### src/rtl/byte_joining_pkg.sv
// Shared encodings and lane-width helpers for the byte-joining sequencer.
package byte_joining_pkg;

  typedef enum logic [1:0] {
    ST_IDLE  = 2'b00,
    ST_ALIGN = 2'b01,
    ST_RUN   = 2'b10,
    ST_DRAIN = 2'b11
  } state_t;

  typedef enum logic [1:0] {
    LW_X1   = 2'b00,
    LW_X2   = 2'b01,
    LW_X4   = 2'b10,
    LW_RSVD = 2'b11
  } link_width_t;

  localparam int DEFAULT_NUM_LANES = 4;
  localparam int DEFAULT_SEL_W     = 2;
  localparam int DEFAULT_SKEW_MAX  = 8;

  function automatic logic [3:0] width_to_mask(input logic [1:0] lw);
    case (link_width_t'(lw))
      LW_X1:   return 4'b0001;
      LW_X2:   return 4'b0011;
      LW_X4:   return 4'b1111;
      default: return 4'b0000;
    endcase
  endfunction

  function automatic logic [2:0] width_to_n(input logic [1:0] lw);
    case (link_width_t'(lw))
      LW_X1:   return 3'd1;
      LW_X2:   return 3'd2;
      LW_X4:   return 3'd4;
      default: return 3'd1;
    endcase
  endfunction

endpackage

### src/rtl/byte_joining_ctrl_if.sv
// Lane-buffer / byte-joining mux signals seen by the sequencing controller.
interface byte_joining_ctrl_if #(
  parameter int NUM_LANES = 4,
  parameter int SEL_W     = 2
) ();

  logic                 enable;
  logic [1:0]           link_width;
  logic [NUM_LANES-1:0] lane_valid;
  logic [SEL_W-1:0]     ctr_3;
  logic [NUM_LANES-1:0] lane_pop;
  logic                 out_valid;
  logic                 sop;
  logic                 skew_err;
  logic [1:0]           state;

  modport master (
    output enable, link_width, lane_valid,
    input  ctr_3, lane_pop, out_valid, sop, skew_err, state
  );

  modport slave (
    input  enable, link_width, lane_valid,
    output ctr_3, lane_pop, out_valid, sop, skew_err, state
  );

endinterface

### src/rtl/lane_sel_counter.sv
// Modulo-(last+1) lane-select counter; wrap_next tells the owner whether the
// value it is about to present is the final byte of a word.
module lane_sel_counter #(
  parameter int SEL_W = 2
) (
  input  logic             clk,
  input  logic             rst,
  input  logic             clr,
  input  logic             en,
  input  logic [SEL_W-1:0] last,
  output logic [SEL_W-1:0] count,
  output logic             wrap,
  output logic             wrap_next
);

  logic [SEL_W-1:0] count_reg;
  logic [SEL_W-1:0] count_next;

  always_comb begin
    count_next = count_reg;
    if (clr) begin
      count_next = '0;
    end else if (en) begin
      count_next = wrap ? '0 : count_reg + SEL_W'(1);
    end
  end

  always_ff @(posedge clk or posedge rst) begin
    if (rst) begin
      count_reg <= '0;
    end else begin
      count_reg <= count_next;
    end
  end

  assign count     = count_reg;
  assign wrap      = (count_reg == last);
  assign wrap_next = (count_next == last);

endmodule

### src/rtl/byte_joining_ctrl.sv
// Word-alignment sequencer for the 4-lane byte-joining mux: lane select,
// word-boundary pops, stream qualification and inter-lane skew detection.
module byte_joining_ctrl
  import byte_joining_pkg::*;
#(
  parameter int NUM_LANES = DEFAULT_NUM_LANES,
  parameter int SEL_W     = DEFAULT_SEL_W,
  parameter int SKEW_MAX  = DEFAULT_SKEW_MAX
) (
  input  logic clk250k,
  input  logic reset,
  byte_joining_ctrl_if.slave bus
);

  localparam int CNT_W = $clog2(SKEW_MAX + 1);

  state_t               state_reg, state_next;
  logic [NUM_LANES-1:0] act_reg;
  logic [SEL_W-1:0]     last_reg;
  logic [CNT_W-1:0]     skew_cnt_reg, skew_cnt_next;
  logic                 skew_err_reg, skew_err_next;
  logic [NUM_LANES-1:0] lane_pop_reg;
  logic                 out_valid_reg;
  logic                 sop_reg;
  logic                 latch_act;

  logic [NUM_LANES-1:0] act_valid;
  logic                 all_valid, none_valid, partial;
  logic [NUM_LANES-1:0] mask_new;
  logic [2:0]           last_new;
  logic [SEL_W-1:0]     ctr;
  logic                 wrap, wrap_next;
  logic                 cnt_clr, cnt_en;

  // Only lanes latched as active take part in alignment decisions.
  generate
    for (genvar gi = 0; gi < NUM_LANES; gi++) begin : g_act_valid
      assign act_valid[gi] = bus.lane_valid[gi] & act_reg[gi];
    end
  endgenerate

  assign all_valid  = (act_valid == act_reg);
  assign none_valid = (act_valid == '0);
  assign partial    = !all_valid && !none_valid;
  assign mask_new   = NUM_LANES'(width_to_mask(bus.link_width));
  assign last_new   = width_to_n(bus.link_width) - 3'd1;

  assign cnt_en  = (state_reg == ST_RUN);
  assign cnt_clr = (state_reg != ST_RUN) || (state_next != ST_RUN);

  lane_sel_counter #(
    .SEL_W(SEL_W)
  ) u_lane_sel_counter (
    .clk      (clk250k),
    .rst      (reset),
    .clr      (cnt_clr),
    .en       (cnt_en),
    .last     (last_reg),
    .count    (ctr),
    .wrap     (wrap),
    .wrap_next(wrap_next)
  );

  always_comb begin
    state_next    = state_reg;
    skew_cnt_next = '0;
    skew_err_next = skew_err_reg;
    latch_act     = 1'b0;
    case (state_reg)
      ST_IDLE: begin
        if (bus.enable && (bus.link_width != LW_RSVD)) begin
          state_next    = ST_ALIGN;
          skew_err_next = 1'b0;
          latch_act     = 1'b1;
        end
      end
      ST_ALIGN: begin
        if (!bus.enable) begin
          state_next = ST_IDLE;
        end else if (all_valid) begin
          state_next = ST_RUN;
        end else if (partial) begin
          if (skew_cnt_reg == CNT_W'(SKEW_MAX - 1)) begin
            state_next    = ST_IDLE;
            skew_err_next = 1'b1;
          end else begin
            skew_cnt_next = skew_cnt_reg + CNT_W'(1);
          end
        end
      end
      ST_RUN: begin
        // Decisions happen only at the word boundary; a word in flight always finishes.
        if (wrap) begin
          if (partial) begin
            state_next    = ST_IDLE;
            skew_err_next = 1'b1;
          end else if (!bus.enable) begin
            state_next = ST_DRAIN;
          end else if (all_valid) begin
            state_next = ST_RUN;
          end else begin
            state_next = ST_ALIGN;
          end
        end
      end
      ST_DRAIN: state_next = ST_IDLE;
      default:  state_next = ST_IDLE;
    endcase
  end

  always_ff @(posedge clk250k or posedge reset) begin
    if (reset) begin
      state_reg     <= ST_IDLE;
      act_reg       <= '0;
      last_reg      <= '0;
      skew_cnt_reg  <= '0;
      skew_err_reg  <= 1'b0;
      lane_pop_reg  <= '0;
      out_valid_reg <= 1'b0;
      sop_reg       <= 1'b0;
    end else begin
      state_reg     <= state_next;
      skew_cnt_reg  <= skew_cnt_next;
      skew_err_reg  <= skew_err_next;
      if (latch_act) begin
        act_reg  <= mask_new;
        last_reg <= SEL_W'(last_new);
      end
      out_valid_reg <= (state_next == ST_RUN);
      sop_reg       <= (state_reg == ST_ALIGN) && (state_next == ST_RUN);
      lane_pop_reg  <= ((state_next == ST_RUN) && wrap_next) ? act_reg : '0;
    end
  end

  assign bus.ctr_3     = ctr;
  assign bus.lane_pop  = lane_pop_reg;
  assign bus.out_valid = out_valid_reg;
  assign bus.sop       = sop_reg;
  assign bus.skew_err  = skew_err_reg;
  assign bus.state     = state_reg;

endmodule

### src/flat_wrapper.sv
// flat-port wrapper written by rule: the top's interface ports become plain ports
module byte_joining_ctrl_flat import byte_joining_pkg::*;
#(
  parameter int NUM_LANES = DEFAULT_NUM_LANES,
  parameter int SEL_W     = DEFAULT_SEL_W,
  parameter int SKEW_MAX  = DEFAULT_SKEW_MAX
)
  (clk250k, reset, bus_enable, bus_link_width, bus_lane_valid, bus_ctr_3, bus_lane_pop, bus_out_valid, bus_sop, bus_skew_err, bus_state);
  byte_joining_ctrl_if #(.NUM_LANES(NUM_LANES), .SEL_W(SEL_W)) bus_i ();
  input  logic clk250k;
  input  logic reset;
  input wire logic [$bits(bus_i.enable)-1:0] bus_enable;
  input wire logic [$bits(bus_i.link_width)-1:0] bus_link_width;
  input wire logic [$bits(bus_i.lane_valid)-1:0] bus_lane_valid;
  output wire logic [$bits(bus_i.ctr_3)-1:0] bus_ctr_3;
  output wire logic [$bits(bus_i.lane_pop)-1:0] bus_lane_pop;
  output wire logic [$bits(bus_i.out_valid)-1:0] bus_out_valid;
  output wire logic [$bits(bus_i.sop)-1:0] bus_sop;
  output wire logic [$bits(bus_i.skew_err)-1:0] bus_skew_err;
  output wire logic [$bits(bus_i.state)-1:0] bus_state;
  assign bus_i.enable = bus_enable;
  assign bus_i.link_width = bus_link_width;
  assign bus_i.lane_valid = bus_lane_valid;
  assign bus_ctr_3 = bus_i.ctr_3;
  assign bus_lane_pop = bus_i.lane_pop;
  assign bus_out_valid = bus_i.out_valid;
  assign bus_sop = bus_i.sop;
  assign bus_skew_err = bus_i.skew_err;
  assign bus_state = bus_i.state;
  byte_joining_ctrl #(.NUM_LANES(NUM_LANES), .SEL_W(SEL_W), .SKEW_MAX(SKEW_MAX)) u_core (.clk250k(clk250k), .reset(reset), .bus(bus_i));
endmodule
### config.mk
export PLATFORM = sky130hd
export DESIGN_NAME = byte_joining_ctrl_flat
export DESIGN_NICKNAME = d
export VERILOG_FILES = /design/src/rtl/byte_joining_pkg.sv /design/src/rtl/byte_joining_ctrl_if.sv /design/src/rtl/lane_sel_counter.sv /design/src/rtl/byte_joining_ctrl.sv /design/src/flat_wrapper.sv
export SDC_FILE = /design/constraint.sdc
export NUM_CORES = 1
export LEC_CHECK = 0
export ABC_CLOCK_PERIOD_IN_PS = 5350
export CAP_MARGIN = 20
export CORE_MARGIN = 2
export CORE_UTILIZATION = 55
export CTS_CLUSTER_DIAMETER = 200
export CTS_CLUSTER_SIZE = 25
export DETAILED_ROUTE_END_ITERATION = 6
export PLACE_DENSITY = 0.94
export SYNTH_ARGS = -nofsm -noshare
export SYNTH_HDL_FRONTEND = slang
export SYNTH_SLANG_ARGS = --single-unit
### constraint.sdc
create_clock -name clk250k -period 5.35 [get_ports clk250k]
set_input_delay 0.535 -clock clk250k [delete_from_list [all_inputs] [get_ports clk250k]]
set_output_delay 0.535 -clock clk250k [all_outputs]
set_load 0.05 [all_outputs]
==> results of run 1 <==
[how the worst max path moves through the flow]
stage / start / endpoint / slack, ns
2_1_floorplan: u_core.bus.state[0] / u_core.bus.lane_pop[2] / 3.16
3_3_place_gp: bus_lane_valid[2] / u_core.bus.lane_pop[0] / 2.84
3_5_place_dp: bus_lane_valid[3] / u_core.bus.lane_pop[2] / 2.72
4_1_cts: bus_lane_valid[2] / u_core.bus.lane_pop[2] / 3.03
5_1_grt: bus_lane_valid[2] / u_core.u_lane_sel_counter.count[0] / 2.89
6_report: bus_lane_valid[3] / u_core.bus.lane_pop[2] / 3.03
[metal layers]
layer	wire length, microns	GRT usage	vias up	part of all wire
met4	73	0.1111	0	0.031
met1	1057	0.2857	440	0.45
li1	-	-	431	-
met5	0	0	-	0
met2	1118	0.3356	35	0.47
met3	111	0.03030	9	0.047
[power breakdown]
group / switching [mW] / internal [mW]
combinational: 0.239 / 0.146
clock: 0.0410 / 0.0279
sequential: 0.0476 / 0.157
[synth_stat cells (all sizes together), types with 2 or more instances]
library cell  instances  area share
dfrtp                17        0.37
ha                    9       0.098
inv                   9       0.029
nand2                 9       0.029
nor2                  8       0.026
o21ai                 8       0.035
a21oi                 6       0.029
nand3                 6       0.030
buf                   5       0.040
nor4                  4       0.038
xnor2                 4       0.030
nand3b                3       0.020
nor3                  3       0.013
a221oi                2       0.030
mux2                  2       0.020
nand2b                2       0.013
[cell type report]
| type | count | area share |
|---|---|---|
| flip-flops and latches | 17 | 0.3139 |
| well taps | 27 | 0.02493 |
| clock buffers | 3 | 0.01662 |
| clock inverters | 1 | 0.003693 |
| inverters | 9 | 0.02493 |
| multi-input cells | 81 | 0.4755 |
| repair buffers | 19 | 0.1404 |
[per-stage QoR]
| step | worst slack (ns) | instances |
|---|---|---|
| 2_1_floorplan | 3.161 | 112 |
| 3_3_place_gp | 2.840 | 153 |
| 3_5_place_dp | 2.717 | 153 |
| 4_1_cts | 3.027 | 157 |
| 5_1_grt | 2.890 | 157 |
| 6_report | 3.034 | 157 |
[cells by family after synthesis]
| family | Yosys count |
|---|---|
| buffers and inverters | 14 |
| adders and majority gates | 9 |
| xor gates and xnor gates | 4 |
| muxes | 3 |
| AOI/OAI and AO/OA | 25 |
| DFF | 17 |
| and+or+nand+nor | 40 |
==> impl_metrics.yaml, run 1 <==
clocking:
  cts_buffers: 3
  cts_resized: 0
  clock_latency_ns: 0.29
  postCtsHoldBufs: 0
  postCtsSetupRepairBufs: 0
  clk_pin_slew_ns: 0.10
  htree_levels: 1
  cts_tree: "yes"
  clock_sinks: 17
  clockBufferDepth: 2
  cts_root_buf: "clkbuf_4"
routing:
  drc: 0
  num_vias: 915
  drtIter0Drc: 38
  drtAntennaViolNets: 0
  wl_mm: 2.361
  dr.pass1.iters: 4
  wl_per_cell_microns: 15.04
  avgViaCountPerCell: 5.828
synth:
  ys_seq_area_frac: 0.3700
  yosysWarnings: 0
  syn_avg_cell_area_sq_um: 10.27
  synthMuxAreaShare: 0.02829
  synth-simple-area-share: 0.2198
  yosys_most_used_dff: "dfrtp_1"
  synth-edff-count: 0
  netlist_instances: 112
  synth_xor_area_frac: 0.03047
  synth_compound_area_frac: 0.1839
  syn_area_sq_um: 1150
  synthAdderAreaFrac: 0.09793
  async_reset_ff_frac: 1.000
  yosys_register_bits: 17
  syn_nets: 130
  synth_cell_types: 38
  synth_top_family_by_area: "simple AND/OR/NAND/NOR gates"
critical_path:
  start_kind: "primary input"
  crit_path_end_kind: "flip-flop"
  path_depth: 6
  reg2regPathDepth: 7
  r2r_start: "u_core.bus.state[0]"
  crit_fanout: 8
  crit_family: "compound AO/OA/AOI/OAI gates"
  slowest_stage: "clkdlybuf4s50_1"
  cp.arrival_ns: 2.48
  crit_type: "in2reg"
  r2r_end: "u_core.bus.lane_pop[2]"
  crit_chain: "clkdlybuf4s50_1, o21ai_0, nand2_1, a2111oi_0, a2111o_1, nor4_2"
  required_ns: 5.52
  ff2ff_setup_slack_ns: 3.09
  slowest_delay_ns: 0.45
  path_buf_inv: 1
sta:
  hold_ws_ns: 0.4876
  fmax_mhz: 431.7
  hold_viol: 0
  clock_skew_ns: 0.003759
  min_period_ns: 2.316
  worstMarginPinSlew_ns: 0.6253
  slew_headroom: 0.5826
  period_share: 0.4330
  maxSlewViolCount: 0
  rsz0062_at_grt: "false"
  tns_ns: 0
  setup_viol: 0
floorplan:
  row_count: 16
  die_w_microns: 49.73
  initial_core_util: 0.5861
  die_h_microns: 49.73
  die_area_sq_um: 2473
  io_pins: 20
  core_sq_um: 1962
outcome:
  status: "complete, no violations"
run:
  max_cap_violations: 0
global_routing:
  track_usage: 0.2137
  grt_pass1_wl_mm: 3.981
  grt_pass1_vias: 874
  antenna_found_initial: 0
  grt_max_degree: 18
  gr-total-overflow: 0
final_layout:
  fin_nets: 149
  fin_area_sq_um: 1355
  num-fill-cells: 166
  largest_reg_flops: 4
  multi_input_area_sq_um: 644.4
  num_antenna_cells: 0
  drive_above_1_share: 0.1462
  final_common_cell: "clkdlybuf4s50_1"
  fin_util: 0.6907
  synthToLayoutAreaGrowth_pct: 17.85
  final_cell_mix: "clkdlybuf4s50_1 (19), dfrtp_1 (17), nand2_1 (9), inv_1 (9), ha_1 (9)"
  seqCellArea_sq_um: 425.4
placed_design:
  place_area_sq_um: 1328
  dp_hpwl_mm: 1.808
  io_buffers: 19
  gp_congestion: 0.7788
power:
  ir_drop_mv: 0.3125
  cellLeakagePower_nw: 0.5641
  finalPower_uw: 658.6
  p_per_area_nw_per_um2: 486.0
hold_path:
  hp-start: "u_core.skew_cnt_reg[0]"
  holdCritPathClass: "reg2reg"
  holdPathEnd: "u_core.skew_cnt_reg[0]"
  hold_path_depth: 1
Note: power is estimated with default switching activity, not from simulation.
==> run 2, diff against run 1 <==
--- a/config.mk
+++ b/config.mk
@@ -5,14 +5,14 @@
 export SDC_FILE = /design/constraint.sdc
 export NUM_CORES = 1
 export LEC_CHECK = 0
-export ABC_CLOCK_PERIOD_IN_PS = 5350
+export ABC_CLOCK_PERIOD_IN_PS = 2029
 export CAP_MARGIN = 20
 export CORE_MARGIN = 2
-export CORE_UTILIZATION = 55
+export CORE_UTILIZATION = 46
 export CTS_CLUSTER_DIAMETER = 200
 export CTS_CLUSTER_SIZE = 25
 export DETAILED_ROUTE_END_ITERATION = 6
-export PLACE_DENSITY = 0.94
+export PLACE_DENSITY = 0.85
 export SYNTH_ARGS = -nofsm -noshare
 export SYNTH_HDL_FRONTEND = slang
 export SYNTH_SLANG_ARGS = --single-unit
==> constraint.sdc (replaced) <==
create_clock -name clk250k -period 2.03 [get_ports clk250k]
set_input_delay 0.203 -clock clk250k [delete_from_list [all_inputs] [get_ports clk250k]]
set_output_delay 0.203 -clock clk250k [all_outputs]
set_load 0.05 [all_outputs]
==> impl_metrics.yaml, run 2 (synthesized netlist as in run 1, its figures left out) <==
routing:
  avgViaCountPerCell: 5.635
  num_vias: 1020
  drtAntennaViolNets: 0
  drtIter0Drc: 25
  wl_mm: 2.618
  wl_per_cell_microns: 14.46
  dr.pass1.iters: 4
  drc: 0
hold_path:
  holdCritPathClass: "in2async"
clocking:
  cts_tree: "yes"
  clk_pin_slew_ns: 0.11
  clock_sinks: 17
  htree_levels: 1
  cts_buffers: 3
  postCtsHoldBufs: 0
  clockBufferDepth: 2
  clock_latency_ns: 0.30
  cts_root_buf: "clkbuf_4"
sta:
  hold_viol: 0
  slew_headroom: 0.5659
  fmax_mhz: 514.9
  period_share: 0.9568
  maxSlewViolCount: 0
  min_period_ns: 1.942
  worstMarginPinSlew_ns: 0.6505
  setup_viol: 0
  rsz0062_at_grt: "false"
  clock_skew_ns: 0.001109
critical_path:
  crit_path_end_kind: "flip-flop"
  cp.arrival_ns: 2.15
  crit_type: "reg2reg"
  reg2regPathDepth: 7
  required_ns: 2.24
  crit_fanout: 7
  start_kind: "flip-flop"
global_routing:
  grt_pass1_vias: 992
  grt_pass1_wl_mm: 4.202
  grt_max_degree: 18
  antenna_found_initial: 0
  track_usage: 0.2008
  gr-total-overflow: 0
outcome:
  status: "complete, no violations"
final_layout:
  fin_util: 0.6440
  largest_reg_flops: 4
  fin_area_sq_um: 1567
  num_antenna_cells: 0
  fin_nets: 170
  final_cell_mix: "clkdlybuf4s50_1 (19), buf_4 (19), dfrtp_1 (14)"
  drive_above_1_share: 0.3113
  final_cells: 181
  synthToLayoutAreaGrowth_pct: 36.23
floorplan:
  die_area_sq_um: 2915
  die_h_microns: 54.00
  io_pins: 20
  row_count: 18
  die_w_microns: 54.00
  initial_core_util: 0.4727
  core_sq_um: 2432
power:
  cellLeakagePower_nw: 0.6788
  p_per_area_nw_per_um2: 1355
  finalPower_mw: 2.122
  ir_drop_mv: 0.7704
placed_design:
  dp.cells: 176
  gp_congestion: 0.8173
  io_buffers: 19
  dp_hpwl_mm: 1.993
  place_area_sq_um: 1509
run:
  max_cap_violations: 0
[run 2: changes by cell type in the layout (fill, tap and decap cells not counted), moves of 2 or more]
cell	before	now
buf_12	0	2
buf_4	0	19
dfrtp_1	17	14
dfrtp_2	0	3
[run 2: layout make-up]
class / count / area, sq um
multi-input combinational: 81 / 665.6
sequential: 17 / 429.2
clock inverter: 1 / 5.005
inverter: 9 / 33.78
tap: 30 / 37.54
fill: 188 / 865.8
clock buffer: 3 / 22.52
timing repair buffer: 40 / 372.9
[run 2: path summary, 6_finish.rpt]
kind | startpoint | end | slack [ns]
hold / removal | reset | u_core.u_lane_sel_counter.count[1] | 0.28
max in group asynchronous | reset | u_core.last_reg[0] | 1.30
setup reg to reg | u_core.bus.state[0] | u_core.u_lane_sel_counter.count[1] | 0.09
hold reg to reg | u_core.skew_cnt_reg[0] | u_core.skew_cnt_reg[0] | 0.48
min in group clk250k | u_core.skew_cnt_reg[0] | u_core.skew_cnt_reg[0] | 0.48
setup / recovery | u_core.bus.state[0] | u_core.u_lane_sel_counter.count[1] | 0.09
[run 2: metal layers]
| layer | wire length, microns | GRT usage |
|---|---|---|
| met2 | 1325 | 0.3435 |
| met3 | 129 | 0.04167 |
| met5 | 0 | 0 |
| met1 | 1075 | 0.2330 |
| met4 | 87 | 0.1083 |
[run 2: timing repair]
| action | 4_1_cts | 5_1_grt |
|---|---|---|
| setup endpoints to repair | 0 | 3 |
| buffers inserted | 0 | 1 |
| resized for setup | 0 | 5 |
[run 2: metrics by stage]
stage	setup TNS [ns]	worst slack [ns]	hold WS, ns
after floorplan	0	0.0003753	0.1289
final	0	0.08771	0.2808
after CTS	0	0.07476	0.3222
after global routing	0	0.001618	0.3576
after detailed placement	-0.2614	-0.05111	0.4722
after global placement	-0.01087	-0.006274	0.4567
[run 2: report_power, final]
part | switching [mW] | internal [mW] | leakage [nW]
combinational | 0.740 | 0.669 | 0.437
sequential | 0.0965 | 0.421 | 0.225
clock | 0.123 | 0.0735 | 0.0177
[run 2: worst max-delay path, stage by stage, from the launching register on]
cell and delay, ns:
dfrtp_2 0.42, buf_4 0.14, ha_1 0.24, nand2_1 0.13
a2111oi_0 0.08, a2111o_1 0.45, buf_12 0.16, nor4_2 0.22
==> run 3, diff against run 2 <==
--- a/config.mk
+++ b/config.mk
@@ -13,6 +13,7 @@
 export CTS_CLUSTER_SIZE = 25
 export DETAILED_ROUTE_END_ITERATION = 6
 export PLACE_DENSITY = 0.85
+export SLEW_MARGIN = 20
 export SYNTH_ARGS = -nofsm -noshare
 export SYNTH_HDL_FRONTEND = slang
 export SYNTH_SLANG_ARGS = --single-unit
==> results of run 3 <==
The final DEF is identical to that of run 2; final timing and power are the same.
